File: config.mk
export PLATFORM = sky130hd
export DESIGN_NAME = if_predict_stage
export DESIGN_NICKNAME = d
export VERILOG_FILES = /design/src/rtl/if_predict_stage.sv
export SDC_FILE = /design/constraint.sdc
export NUM_CORES = 1
export LEC_CHECK = 0
export ABC_AREA = 0
export ABC_CLOCK_PERIOD_IN_PS = 2700
export CAP_MARGIN = 10
export CORE_MARGIN = 2
export CORE_UTILIZATION = 40
export DETAILED_ROUTE_END_ITERATION = 6
export GPL_TIMING_DRIVEN = 0
export PLACE_DENSITY = 0.7
export SLEW_MARGIN = 20
export SYNTH_ARGS = -nofsm -noshare
export SYNTH_HDL_FRONTEND = slang
export SYNTH_SLANG_ARGS = --single-unit
export TNS_END_PERCENT = 100
File: constraint.sdc
create_clock -name CLK -period 2.7 [get_ports CLK]
set_clock_uncertainty 0.1 [all_clocks]
set_input_delay 0.405 -clock CLK [delete_from_list [all_inputs] [get_ports CLK]]
set_output_delay 0.405 -clock CLK [all_outputs]
set_load 0.1 [all_outputs]
File: src/rtl/if_predict_stage.sv
// IF-stage fetch/predict unit: holds the PC, predicts the next fetch address from the
// 2-bit branch buffer (B-type) or always-taken (JAL), and registers the fetch into IF/ID.
module if_predict_stage #(
    parameter logic [31:0] RESET_PC = 32'h0000_0000,
    parameter int          IDX_W    = 4,
    parameter logic [31:0] NOP_INST = 32'h0000_0013
) (
    input  logic             CLK,
    input  logic             RST,
    input  logic             Stall,
    input  logic             Redirect,
    input  logic [31:0]      RedirectPC,
    output logic [31:0]      InstAddr,
    input  logic [31:0]      InstData,
    output logic [IDX_W-1:0] ReadNum,
    input  logic [1:0]       current_state,
    output logic [31:0]      PC_ID,
    output logic [31:0]      Inst_ID,
    output logic             PredTaken_ID,
    output logic [1:0]       current_state_ID,
    output logic [IDX_W-1:0] WriteNum_ID,
    output logic             Valid_ID
);

    localparam logic [6:0] OPC_BRANCH  = 7'b1100011;
    localparam logic [6:0] OPC_JAL     = 7'b1101111;
    localparam logic [1:0] STATE_RESET = 2'b01;

    logic [31:0]      r_pc;
    logic [31:0]      r_pc_id;
    logic [31:0]      r_inst_id;
    logic             r_pred_taken_id;
    logic [1:0]       r_state_id;
    logic [IDX_W-1:0] r_write_num_id;
    logic             r_valid_id;

    logic [6:0]       w_opcode;
    logic             w_is_branch;
    logic             w_is_jal;
    logic [31:0]      w_imm_b;
    logic [31:0]      w_imm_j;
    logic [31:0]      w_imm;
    logic             w_taken;
    logic [31:0]      w_next_pc;
    logic [IDX_W-1:0] w_read_num;

    // Fetch address and buffer index are direct views of the PC, with no register stage.
    assign w_read_num = r_pc[IDX_W+1:2];
    assign InstAddr   = r_pc;
    assign ReadNum    = w_read_num;

    assign w_opcode    = InstData[6:0];
    assign w_is_branch = (w_opcode == OPC_BRANCH);
    assign w_is_jal    = (w_opcode == OPC_JAL);

    assign w_imm_b = {{20{InstData[31]}}, InstData[7], InstData[30:25], InstData[11:8], 1'b0};
    assign w_imm_j = {{12{InstData[31]}}, InstData[19:12], InstData[20], InstData[30:21], 1'b0};

    // JALR is deliberately not predicted; ID corrects it through Redirect.
    always_comb begin
        w_imm   = w_imm_b;
        w_taken = 1'b0;
        if (w_is_jal) begin
            w_imm   = w_imm_j;
            w_taken = 1'b1;
        end else if (w_is_branch) begin
            w_imm   = w_imm_b;
            w_taken = current_state[1];
        end
    end

    assign w_next_pc = w_taken ? (r_pc + w_imm) : (r_pc + 32'd4);

    always_ff @(posedge CLK or negedge RST) begin
        if (!RST) begin
            r_pc <= RESET_PC;
        end else if (Redirect) begin
            r_pc <= RedirectPC;
        end else if (!Stall) begin
            r_pc <= w_next_pc;
        end
    end

    // A redirect squashes the wrong-path fetch even when ID is also asking for a stall.
    always_ff @(posedge CLK or negedge RST) begin
        if (!RST) begin
            r_pc_id         <= 32'd0;
            r_inst_id       <= NOP_INST;
            r_pred_taken_id <= 1'b0;
            r_state_id      <= STATE_RESET;
            r_write_num_id  <= '0;
            r_valid_id      <= 1'b0;
        end else if (Redirect) begin
            r_pc_id         <= 32'd0;
            r_inst_id       <= NOP_INST;
            r_pred_taken_id <= 1'b0;
            r_state_id      <= STATE_RESET;
            r_write_num_id  <= '0;
            r_valid_id      <= 1'b0;
        end else if (!Stall) begin
            r_pc_id         <= r_pc;
            r_inst_id       <= InstData;
            r_pred_taken_id <= w_taken;
            r_state_id      <= current_state;
            r_write_num_id  <= w_read_num;
            r_valid_id      <= 1'b1;
        end
    end

    assign PC_ID            = r_pc_id;
    assign Inst_ID          = r_inst_id;
    assign PredTaken_ID     = r_pred_taken_id;
    assign current_state_ID = r_state_id;
    assign WriteNum_ID      = r_write_num_id;
    assign Valid_ID         = r_valid_id;

endmodule
**Word level (Yosys, flattened, before mapping)**

Cells that the tools add are included.

- Add/subtract/negate cells: 2
- Eq/ne operators: 3
- Mux-type cells: 18

Operators with widths:

| kind | count |
|---|---|
| $mux W32 | 7 |
| $add A32 B3 Y32 const B | 1 |
| $add A32 B32 Y32 | 1 |
| $mux W20 | 1 |
| $eq A7 B7 Y1 const B | 2 |
| $mux W4 | 2 |
| $mux W1 | 6 |
| $mux W2 | 2 |
| $ne A2 B1 Y1 const B | 1 |

- Flip-flop bits (word level): 104
- Output and inout bits: 108
- Logic and storage cells: 30

**Depth between registers and ports, before layout**

- Word-level depth: 6
- Mapped depth: 16

**Worst setup path after synthesis**

OpenSTA, ideal clock, no wires.

- Path type: input to register
- Start: input InstData[0]
- End: register r_pc[31], in the netlist InstAddr[31]
- Arrival time: 3.850 ns
- Data required time: 2.508 ns
- Path slack: -1.342 ns
- Stages: 15
- Path buffers: 2
- Cells stage by stage: nand2_1 and4bb_2 and3_1 clkbuf_1 clkbuf_1 mux2_2 fa_1 a211o_1 a21oi_2 a211oi_2 o2111ai_1 nand3b_1 a2111o_1 and3_1 o31ai_2

- Longest elaborated chain between the ends: 6

Ends and longest elaborated chain:

| element | line | source |
|---|---|---|
| start: declaration | 14 | `input logic [31:0] InstData,` |
| $eq A7 B7 Y1 (on tied branches) | 54, 53 |  |
| $mux W20 / $mux W1 (equally long branches) | 63, 66 |  |
| $add A32 B32 Y32 / $mux W1 (equally long branches) | 72, 63 |  |
| $mux W32 * | 72 | `assign w_next_pc = w_taken ? (r_pc + w_imm) : (r_pc + 32'd4);` |
| $mux W32 * | 79 | `end else if (!Stall) begin` |
| $mux W32 * | 77 | `end else if (Redirect) begin` |
| end signal: assignment | 78 | `r_pc <= RedirectPC;` |
| end signal: assignment | 80 | `r_pc <= w_next_pc;` |
| end: declaration | 29 | `logic [31:0] r_pc;` |

Mark *: on every way between the ends. The rest lies on a longest branch, timed or not. The select of a mux whose other input is x is not followed.
A chain may end at the register's enable or synchronous reset.

**Worst setup path in the final report**

- Start: input InstData[0]
- End: register r_pc[27], in the netlist InstAddr[27]

Same word-level chain as after synthesis.

==> results.md <==
- Post-synthesis instance total: 761
- Number of maximum-capacitance constraint violations: 0
- Final weighted congestion of routability-driven global placement: 0.9136
- Remaining max-slew budget at the tightest pin: 0.3140
- Total nets after synthesis: 866
- Critical-path top delay cell: fa_2
- Buffers and inverters on the worst path: 2
- Post-Synthesis Cell Area: 6833 µm²
- Peak Freq: 273.5 MHz
- Per-instance average area after synthesis: 8.979 µm²
- Critical path type: in -> reg
- Post-synth top area cell: dfrtp_1
- Vertical die dimension: 134.7 µm
- Per-cell routed wire length: 19.84 µm
- Data arrival at the endpoint of the critical path: 3.80 ns
- Startpoint types: primary input
- DRC violations left: 0
- Cell type with the highest occurrence count on the critical path: a21o_1
- Commonest cells in the synthesized netlist: dfrtp_1, nor2_1, nand2_1
- Sequence of cells on the critical path: buf_6 > nand2_2 > and4bb_2 > and3_4 > mux2_4 > ha_4 > fa_2 > a211o_1 > a21oi_4 > a211oi_4 > buf_4 > o2111ai_4 > a41oi_2 > a21o_1 > a21o_1 > o221a_2
- Worst Slack Setup Final: -0.9558 ns
- Synth async-reset ratio: 1.000
- TritonCTS sink count: 100
- Width of the chip: 134.7 µm
- Final nets: 1076
- Total of buffers placed on input and output ports: 176
- Worst stage delay on the critical path: 0.36 ns
- Final-report max-slew violation count: 0
- Library cells used by synthesis: 76
- Setup-violating endpoint count in the final report: 28
- Pwr/cell area: 568.0 nW/µm²
- Yosys reg bits: 100
- Clock-pin slew on the worst setup and hold paths: 0.08 ns
- Crit share post-route: 1.354
- Detailed-route via count: 6942
- Total number of cells along the worst setup path: 16
- Unrepaired setup endpoints after global routing: true
- Number of buffers created by CTS: 9
- Cell leakage power: 0.004296 µW
- Transition time of the tightest slew-check pin: 1.026 ns
- Sequential element share of the synthesized area: 0.3670
- Reg2reg path depth: 10
- Final core utilization: 0.5836
- Library cell with the highest instance count after synthesis: dfrtp_1
- Worst slack at placement: -1.874 ns
- Class of the tightest hold or removal check: in -> reg
- Global-route wire length before repair: 36370 µm
- Layout overhead on the synthesized area: 42.14%
- Outcome: complete, but fails checks
- Number of warnings issued by yosys: 0
- Cell family contributing the most delay on the critical path: compound AO/OA/AOI/OAI gates
- Gr ovfl total: 0
- Number of design-rule violations left by the first detailed-router iteration: 570
- DPL Wire Length: 17190 µm
- Crit path max fanout: 5
- All-Layer GR Usage: 0.2576
- Fraction of final layout cells sized beyond drive strength 1: 0.1424
- Total Routed Length: 23730 µm
- Failing checks: setup timing
- Worst path required time: 2.85 ns
- CTS Buffer Depth: 2
- CTS tree: built
- Setup TNS Final: -15.84 ns
- Final hold viol count: 0
- Antenna Diode Count: 0
- Count of pins on the block boundary: 178
- Dominant register cell in the synthesized netlist: dfrtp_1
- Number of synthesized flops with an enable pin: 0
- Met3 track utilization from global routing: 0.03529
- Global Route met1 Usage: 0.3571
- Met2 usage: 0.4044
- Via/cell ratio: 5.804
- Top cell type's share of synthesized area: 0.3516
- Clock Latency Late Sink: 0.36 ns
- Initial cell density of the core: 0.4106
- Overall die area: 18140 µm²
- Worst hold slack across all endpoints: 0.1646 ns
- Antenna Nets Post-Route: 0
- Antenna violations before repair: 0
- Vias in the first global route: 6558
- Endpoint type of the worst setup path: flip-flop
- Worst voltage drop across the vdd grid: 288.0 µV
- CTS HTree Levels: 3
- FP Rows: 47
- Floorplan Core Area: 16640 µm²
- Total Power Consumption: 5516 µW
- Detailed-router iteration count before antenna repair: 6
- Maximum number of pins on one net before global-route repair: 60
- Clock root buffer: clkbuf_16
- Routing layer with the top usage in global route: met2
- Synth top area cells: dfrtp_1, mux2i_1, ha_1
- WHS Path Cells: 3
- Clock period minus worst slack: 3.656 ns
[kinds of logic (layout without fill, tap and decap cells)]
logic type                 count (synthesis)  after routing  synth area share
and+or+nand+nor                          253            253            0.1760
AOI/OAI and AO/OA                        211            211            0.2093
xor gates and xnor gates                  24             24           0.03076
adders and majority gates                 35             35           0.06519
DFF                                      100            100            0.3670
buffers and inverters                     65            280           0.04340
muxes                                     73             73            0.1084
[tightest hold or removal path, delay by kind of cell]
family                 cells  cell delay [ns]
muxes                      1             0.05
and+or+nand+nor            1             0.06
buffers and inverters      1             0.07
[metrics by stage]
stage | cell area [µm²] | instances
floorplan | 6930 | 761
global route | 9712 | 1196
CTS | 9557 | 1190
global placement | 8967 | 1157
finish | 9712 | 1196
detailed placement | 8996 | 1158
[final timing paths]
| check | start | to | slack [ns] |
|---|---|---|---|
| min in group asynchronous | RST | PC_ID[1] | 0.43 |
| worst max-delay path | InstData[0] | InstAddr[27] | -0.96 |
| worst min-delay path | InstData[1] | Inst_ID[1] | 0.16 |
| worst max register to register | InstAddr[2] | InstAddr[27] | -0.38 |
| worst min register to register | Valid_ID | Valid_ID | 0.42 |
| max in group asynchronous | RST | InstAddr[24] | 1.42 |
[state kept, by name (all words and copies together) (netlist names)]
name / cells
InstAddr: 32
Inst_ID: 32
PC_ID: 32
current_state_ID: 2
PredTaken_ID: 1
Valid_ID: 1
[what timing repair did]
| item | CTS | global route |
|---|---|---|
| pin swaps | 28 | 35 |
| gates cloned | 0 | 0 |
| setup buffers | 15 | 8 |
| setup endpoints to repair | 31 | 33 |
| hold buffers | 1 | 0 |
| endpoints found under the hold margin | 37 | 0 |
| resized for setup | 61 | 32 |
[metal layers]
| layer | part of all wire | wire [µm] |
|---|---|---|
| met2 | 0.46 | 10960 |
| met5 | 0 | 0 |
| met4 | 0.033 | 784 |
| met3 | 0.075 | 1786 |
| met1 | 0.43 | 10200 |
[layout by cell type (no fill, tap or decap), types with 9 or more instances in the layout]
cell type,n
clkdlybuf4s50_1,162
dfrtp_1,96
nor2_1,92
mux2i_1,65
nand2_1,64
a21oi_1,47
a21o_1,29
ha_1,29
buf_4,28
clkbuf_1,22
o21ai_0,21
nand3_1,17
inv_1,13
nor3_1,13
xor2_1,13
o21ai_1,13
and3_1,12
a21oi_2,12
clkbuf_16,10
buf_6,10
buf_1,10
and2_1,9
[power breakdown]
group	switching (µW)	internal [µW]	total [µW]
logic	1680	783	2460
clock network	644	647	1290
registers	158	1610	1770
[area by class of cell]
| class | instances | area, µm² |
|---|---|---|
| Fill cell | 1517 | 6930 |
| Multi-Input combinational cell | 596 | 4342 |
| Sequential cell | 100 | 2507 |
| Timing Repair Buffer | 200 | 1977 |
| Tap cell | 220 | 275.3 |
| Buffer | 50 | 271.5 |
| Clock buffer | 10 | 229.0 |
| Clock inverter | 6 | 57.56 |
| Inverter | 14 | 52.55 |
No activity file was read; power rests on OpenSTA's default activity.
